File: config.mk
export PLATFORM = sky130hd
export DESIGN_NAME = usb_tx_encoder
export DESIGN_NICKNAME = d
export VERILOG_FILES = /design/src/rtl/usb_tx_pkg.sv /design/src/rtl/usb_tx_bit_timer.sv /design/src/rtl/usb_tx_encoder.sv
export SDC_FILE = /design/constraint.sdc
export NUM_CORES = 1
export LEC_CHECK = 0
export CAP_MARGIN = 25
export CORE_MARGIN = 1
export CORE_UTILIZATION = 60
export DETAILED_ROUTE_END_ITERATION = 10
export PLACE_DENSITY = 0.94
export SYNTH_ARGS = -nofsm -noshare
export SYNTH_HDL_FRONTEND = slang
export SYNTH_SLANG_ARGS = --single-unit
export TNS_END_PERCENT = 20
File: constraint.sdc
create_clock -name clk -period 4.65 [get_ports clk]
set_clock_uncertainty 0.15 [all_clocks]
set_input_delay 0.465 -clock clk [delete_from_list [all_inputs] [get_ports clk]]
set_output_delay 0.465 -clock clk [all_outputs]
set_load 0.05 [all_outputs]
File: src/rtl/usb_tx_pkg.sv
// Shared types and constants for the USB full-speed TX encoder.
package usb_tx_pkg;

  typedef enum logic [2:0] {
    ST_IDLE,
    ST_SYNC,
    ST_DATA,
    ST_EOP_SE0,
    ST_EOP_J
  } tx_state_e;

  localparam logic [7:0] SYNC_BYTE   = 8'h80;
  localparam logic [2:0] STUFF_LIMIT = 3'd6;

  // Encoded as {d_plus, d_minus}
  localparam logic [1:0] LINE_J   = 2'b10;
  localparam logic [1:0] LINE_K   = 2'b01;
  localparam logic [1:0] LINE_SE0 = 2'b00;

  function automatic logic [1:0] nrzi(
    input logic [1:0] line,
    input logic       b
  );
    if (b) return line;
    return (line == LINE_J) ? LINE_K : LINE_J;
  endfunction

endpackage

File: src/rtl/usb_tx_bit_timer.sv
// Bit-time counter; bit_end_o marks the last clock of each bit.
module usb_tx_bit_timer #(
  parameter int CLKS_PER_BIT = 8
) (
  input  logic clk,
  input  logic n_rst,
  input  logic clr_i,
  output logic bit_end_o
);

  localparam int W = (CLKS_PER_BIT > 1) ? $clog2(CLKS_PER_BIT) : 1;
  localparam logic [W-1:0] TERM = W'(CLKS_PER_BIT - 1);

  logic [W-1:0] cnt_q;
  logic [W-1:0] cnt_d;

  assign bit_end_o = (cnt_q == TERM);

  always_comb begin
    cnt_d = cnt_q + 1'b1;
    if (clr_i || bit_end_o) cnt_d = '0;
  end

  always_ff @(posedge clk or negedge n_rst) begin
    if (!n_rst) cnt_q <= '0;
    else        cnt_q <= cnt_d;
  end

endmodule

File: src/rtl/usb_tx_encoder.sv
// USB FS transmit back end: SYNC, bit stuffing, NRZI and EOP.
module usb_tx_encoder
  import usb_tx_pkg::*;
#(
  parameter int CLKS_PER_BIT = 8
) (
  input  logic       clk,
  input  logic       n_rst,
  input  logic       tx_start,
  input  logic [7:0] tx_data,
  input  logic       tx_last,
  input  logic       tx_valid,
  output logic       tx_ready,
  output logic       d_plus,
  output logic       d_minus,
  output logic       tx_busy,
  output logic       tx_underrun
);

  tx_state_e  state_q, state_d;
  logic [7:0] hold_q, hold_d;
  logic       hold_last_q, hold_last_d;
  logic       hold_full_q, hold_full_d;
  logic [7:0] shift_q, shift_d;
  logic [2:0] idx_q, idx_d;
  logic       last_q, last_d;
  logic [2:0] ones_q, ones_d;
  logic [1:0] line_q, line_d;

  logic       bit_end;
  logic       timer_clr;
  logic [2:0] idx_inc;
  logic       do_stuff;
  logic       do_adv;
  logic       at_bnd;
  logic       emit;
  logic       nbit;
  logic       under_c;

  assign timer_clr = (state_q == ST_IDLE);
  assign idx_inc   = idx_q + 3'd1;
  assign do_stuff  = (ones_q == STUFF_LIMIT);
  assign do_adv    = !do_stuff && (idx_q != 3'd7);
  assign at_bnd    = !do_stuff && (idx_q == 3'd7);

  usb_tx_bit_timer #(
    .CLKS_PER_BIT(CLKS_PER_BIT)
  ) u_timer (
    .clk      (clk),
    .n_rst    (n_rst),
    .clr_i    (timer_clr),
    .bit_end_o(bit_end)
  );

  always_comb begin
    state_d     = state_q;
    hold_d      = hold_q;
    hold_last_d = hold_last_q;
    hold_full_d = hold_full_q;
    shift_d     = shift_q;
    idx_d       = idx_q;
    last_d      = last_q;
    ones_d      = ones_q;
    line_d      = line_q;
    emit        = 1'b0;
    nbit        = 1'b0;
    under_c     = 1'b0;

    if (tx_valid && !hold_full_q) begin
      hold_d      = tx_data;
      hold_last_d = tx_last;
      hold_full_d = 1'b1;
    end

    unique case (state_q)
      ST_IDLE: begin
        if (tx_start) begin
          state_d = ST_SYNC;
          shift_d = SYNC_BYTE;
          idx_d   = 3'd0;
          last_d  = 1'b0;
          ones_d  = {2'b00, SYNC_BYTE[0]};
          line_d  = nrzi(LINE_J, SYNC_BYTE[0]);
        end
      end
      ST_SYNC, ST_DATA: begin
        if (bit_end) begin
          // Stuff bit takes priority; the byte boundary waits for it.
          unique case (1'b1)
            do_stuff: begin
              emit = 1'b1;
            end
            do_adv: begin
              emit  = 1'b1;
              nbit  = shift_q[idx_inc];
              idx_d = idx_inc;
            end
            at_bnd && last_q: begin
              state_d = ST_EOP_SE0;
              line_d  = LINE_SE0;
              idx_d   = 3'd0;
            end
            at_bnd && !last_q && hold_full_q: begin
              state_d     = ST_DATA;
              shift_d     = hold_q;
              last_d      = hold_last_q;
              hold_full_d = 1'b0;
              idx_d       = 3'd0;
              emit        = 1'b1;
              nbit        = hold_q[0];
            end
            at_bnd && !last_q && !hold_full_q: begin
              under_c = 1'b1;
              state_d = ST_EOP_SE0;
              line_d  = LINE_SE0;
              idx_d   = 3'd0;
            end
            default: ;
          endcase
        end
      end
      ST_EOP_SE0: begin
        if (bit_end) begin
          if (idx_q == 3'd0) begin
            idx_d = 3'd1;
          end else begin
            state_d = ST_EOP_J;
            line_d  = LINE_J;
          end
        end
      end
      ST_EOP_J: begin
        if (bit_end) begin
          state_d = ST_IDLE;
          ones_d  = 3'd0;
        end
      end
      default: state_d = ST_IDLE;
    endcase

    if (emit) begin
      line_d = nrzi(line_q, nbit);
      ones_d = nbit ? ones_q + 3'd1 : 3'd0;
    end
  end

  always_ff @(posedge clk or negedge n_rst) begin
    if (!n_rst) begin
      state_q     <= ST_IDLE;
      hold_q      <= 8'h00;
      hold_last_q <= 1'b0;
      hold_full_q <= 1'b0;
      shift_q     <= 8'h00;
      idx_q       <= 3'd0;
      last_q      <= 1'b0;
      ones_q      <= 3'd0;
      line_q      <= LINE_J;
    end else begin
      state_q     <= state_d;
      hold_q      <= hold_d;
      hold_last_q <= hold_last_d;
      hold_full_q <= hold_full_d;
      shift_q     <= shift_d;
      idx_q       <= idx_d;
      last_q      <= last_d;
      ones_q      <= ones_d;
      line_q      <= line_d;
    end
  end

  assign tx_ready    = !hold_full_q;
  assign tx_busy     = (state_q != ST_IDLE);
  assign tx_underrun = under_c;
  assign d_plus      = line_q[1];
  assign d_minus     = line_q[0];

endmodule
==> flow_metrics.tcl <==
set metrics [dict create \
    status "finished, final reports clean" \
    avgSynthCellArea_um2 10.7 \
    synth_compound_area_share_pct 15.3 \
    hold_viol 0 \
    power_leakage_nw 0.879 \
    io_pins 18 \
    place.gp.congestion 0.822 \
    die_x_um 56.9 \
    min_path_cells 1 \
    grt_pass1_wl_um 6070 \
    seq_area_um2 827 \
    powerDensity_nw_per_um2 537 \
    async_reset_ff_share_pct 100 \
    cts_hold_buf 0 \
    worst_skew_pair.late_latency_ns 0.34 \
    grt_pass1_vias 1360 \
    ir_worst_vdd_uv 366 \
    portBuffers 17 \
    setup_slack_ns 1.24 \
    min-delay-start "u_timer.cnt_q[0]$_DFF_PN0_" \
    cts_made_buffers 5 \
    cp_max_fo 15 \
    drv_cap 0 \
    viasPerCell 6.35 \
    final_cell_area_um2 2030 \
    synth_fa_ha_area_share_pct 4.84 \
    clock-sinks 33 \
    rows 19 \
    slew_headroom_pct 46.6 \
    synth-main-ff-cell "dfrtp_1" \
    drv_slew 0 \
    cts_root_buf "clkbuf_4" \
    yosysSeqAreaShare_pct 45.7 \
    fillerInstances 196 \
    worst_hold_path.endpoint "u_timer.cnt_q[0]$_DFF_PN0_" \
    wl_per_cell_um 17.0 \
    start_util_pct 64.5 \
    grt_max_degree 34 \
    cts_resized 0 \
    drt_iter0_drc 46 \
    synthXorXnorAreaFrac_pct 1.38 \
    timing.hold.ws_ns 0.336 \
    tritoncts "done" \
    min_period_ns 3.41 \
    cts_setup_buffers 0 \
    antenna_found_initial 0 \
    fin_nets 206 \
    setup_tns_ns 0 \
    tightest_slew_ns 0.794 \
    cp-start-kind "flop" \
    antenna_cells 0 \
    route.detailed.drc 0 \
    clk_pin_slew_worst_paths_ns 0.10 \
    dp_slack_ns 1.69 \
    setup_viol 0 \
    synth_cell_type_count 53 \
    drt_wl_total_um 3680 \
    die_area_um2 3240 \
    cts_htree_levels 2 \
    dp_hpwl_um 2680 \
    place_area_um2 1970 \
    rrSetupSlack_ns 1.85 \
    syn-cell-area_um2 1810 \
    ys_warn_count 0 \
    muxShareOfSynthArea_pct 11.2 \
    synth-edff-count 0 \
    dpl.cell_count 210 \
    first_pass_iters 4 \
    rsz0062_at_grt "no" \
    coreArea_um2 2810 \
    critPathKind "flop to output port" \
    syn_inst 169 \
    syn_nets 189 \
    max_freq_mhz 293 \
    die_h_um 56.9 \
    synth-seq-cells 33 \
    critPathRequiredTime_ns 4.03 \
    hold_class "flop to flop" \
    clock_path_buffers 2 \
    crit_path_end_kind "output port" \
    final_cells 217 \
    synth_top_family_by_area "simple AND/OR/NAND/NOR gates" \
    rr_startpoint "u_timer.cnt_q[0]$_DFF_PN0_" \
    worstPathArrival_ns 2.79 \
    synthToLayoutAreaGrowth_pct 12.2 \
    reg2regPathDepth 7 \
    reg2reg_to "line_q[1]$_DFFE_PN1P_" \
    drive_gt1_share_pct 16.1 \
    multi_input_area_um2 900 \
    grt.overflow.total 0 \
    finalCritPeriodShare_pct 73.3 \
    final_antenna_net_count 0 \
    vias 1378 \
    yosys.area_share.simple_pct 17.0 \
    grt_use_total_pct 25.3 \
]
registers in the layout, summed over array words and instances (netlist names):
name / flops
state_q: 3
ones_q: 3
shift_q: 8
u_timer.cnt_q: 3
idx_q: 3
hold_last_q: 1
hold_q: 8
hold_full_q: 1
line_q: 2
last_q: 1
final cells by class:
cell class / instances / share of cell area, %
inverter: 8 / 1.48
sequential: 33 / 40.8
tap: 31 / 1.91
clock buffer: 7 / 2.71
timing repair buffer: 18 / 8.76
multi-input combinational: 120 / 44.4
cells in the final DEF, fill, tap and decap left out, types with 3 or more instances in the layout:
cell             netlist  final
nor4_1                 3      3
nor2_1                 7      7
a21oi_1                6      6
dfrtp_1               32     32
clkbuf_4               0      5
ha_1                   7      7
mux2_2                12     12
nor3b_1                5      5
inv_1                  8      8
mux2i_1                3      3
o21ai_1                6      6
nand2_1               24     24
clkdlybuf4s50_1        0     17
nor2b_1                3      3
metal layers:
layer	global-route usage [%]	wire (um)	vias to the layer above	part of all wire [%]
met3	5.99	202	13	5.5
met2	40.0	1840	56	50
met4	14.6	112	0	3.0
met1	31.7	1520	662	41
li1	-	-	647	-
met5	0	0	-	0
worst max path at each step:
| stage | from | to | cells past startpoint |
|---|---|---|---|
| floorplan | idx_q[0]$_DFFE_PN0P_ | tx_underrun | 4 |
| global placement | state_q[0]$_DFFE_PN0P_ | tx_underrun | 5 |
| detailed placement | state_q[0]$_DFFE_PN0P_ | tx_underrun | 5 |
| CTS | state_q[0]$_DFFE_PN0P_ | tx_underrun | 5 |
| global route | state_q[0]$_DFFE_PN0P_ | tx_underrun | 5 |
| finish | u_timer.cnt_q[0]$_DFF_PN0_ | tx_underrun | 5 |
per-stage QoR:
| stage | total power [mW] | util (%) |
|---|---|---|
| 2_1_floorplan | 0.807 | - |
| 3_3_place_gp | 0.879 | 70.3 |
| 3_5_place_dp | 0.922 | 70.3 |
| 4_1_cts | 1.09 | 72.3 |
| 5_1_grt | 1.15 | 72.3 |
| 6_report | 1.09 | 72.3 |
where the power goes:
part | internal (mW) | leakage [nW] | total, mW | switching, mW
clock | 0.0713 | 0.0314 | 0.164 | 0.0932
sequential | 0.363 | 0.415 | 0.441 | 0.0777
combinational | 0.233 | 0.433 | 0.483 | 0.250
kinds of logic (layout without fill, tap and decap cells):
group                      count (synthesis)  in the layout
xor gates and xnor gates                   2              2
buffers and inverters                     16             33
and+or+nand+nor                           57             57
adders and majority gates                  7              7
muxes                                     17             17
DFF                                       33             33
AOI/OAI and AO/OA                         37             37
synthesized netlist by cell type, drive strengths merged, types with 4 or more instances:
| cell type | number | area, um^2 |
|---|---|---|
| o21ai | 7 | 35.0 |
| nand2 | 24 | 90.1 |
| nor3b | 5 | 37.5 |
| a21oi | 6 | 30.0 |
| buf | 6 | 43.8 |
| nor4 | 4 | 40.0 |
| inv | 8 | 30.0 |
| dfrtp | 32 | 801 |
| nor2 | 7 | 26.3 |
| mux2 | 13 | 150 |
| ha | 7 | 87.6 |
critical path, cell delays in order (launching register included):
cell and delay, ns:
dfrtp_1 0.39, ha_1 0.18, ha_1 0.49, nand2_1 0.13
nor4_1 0.37, clkdlybuf4s50_1 0.88
No activity file was read; power rests on OpenSTA's default activity.
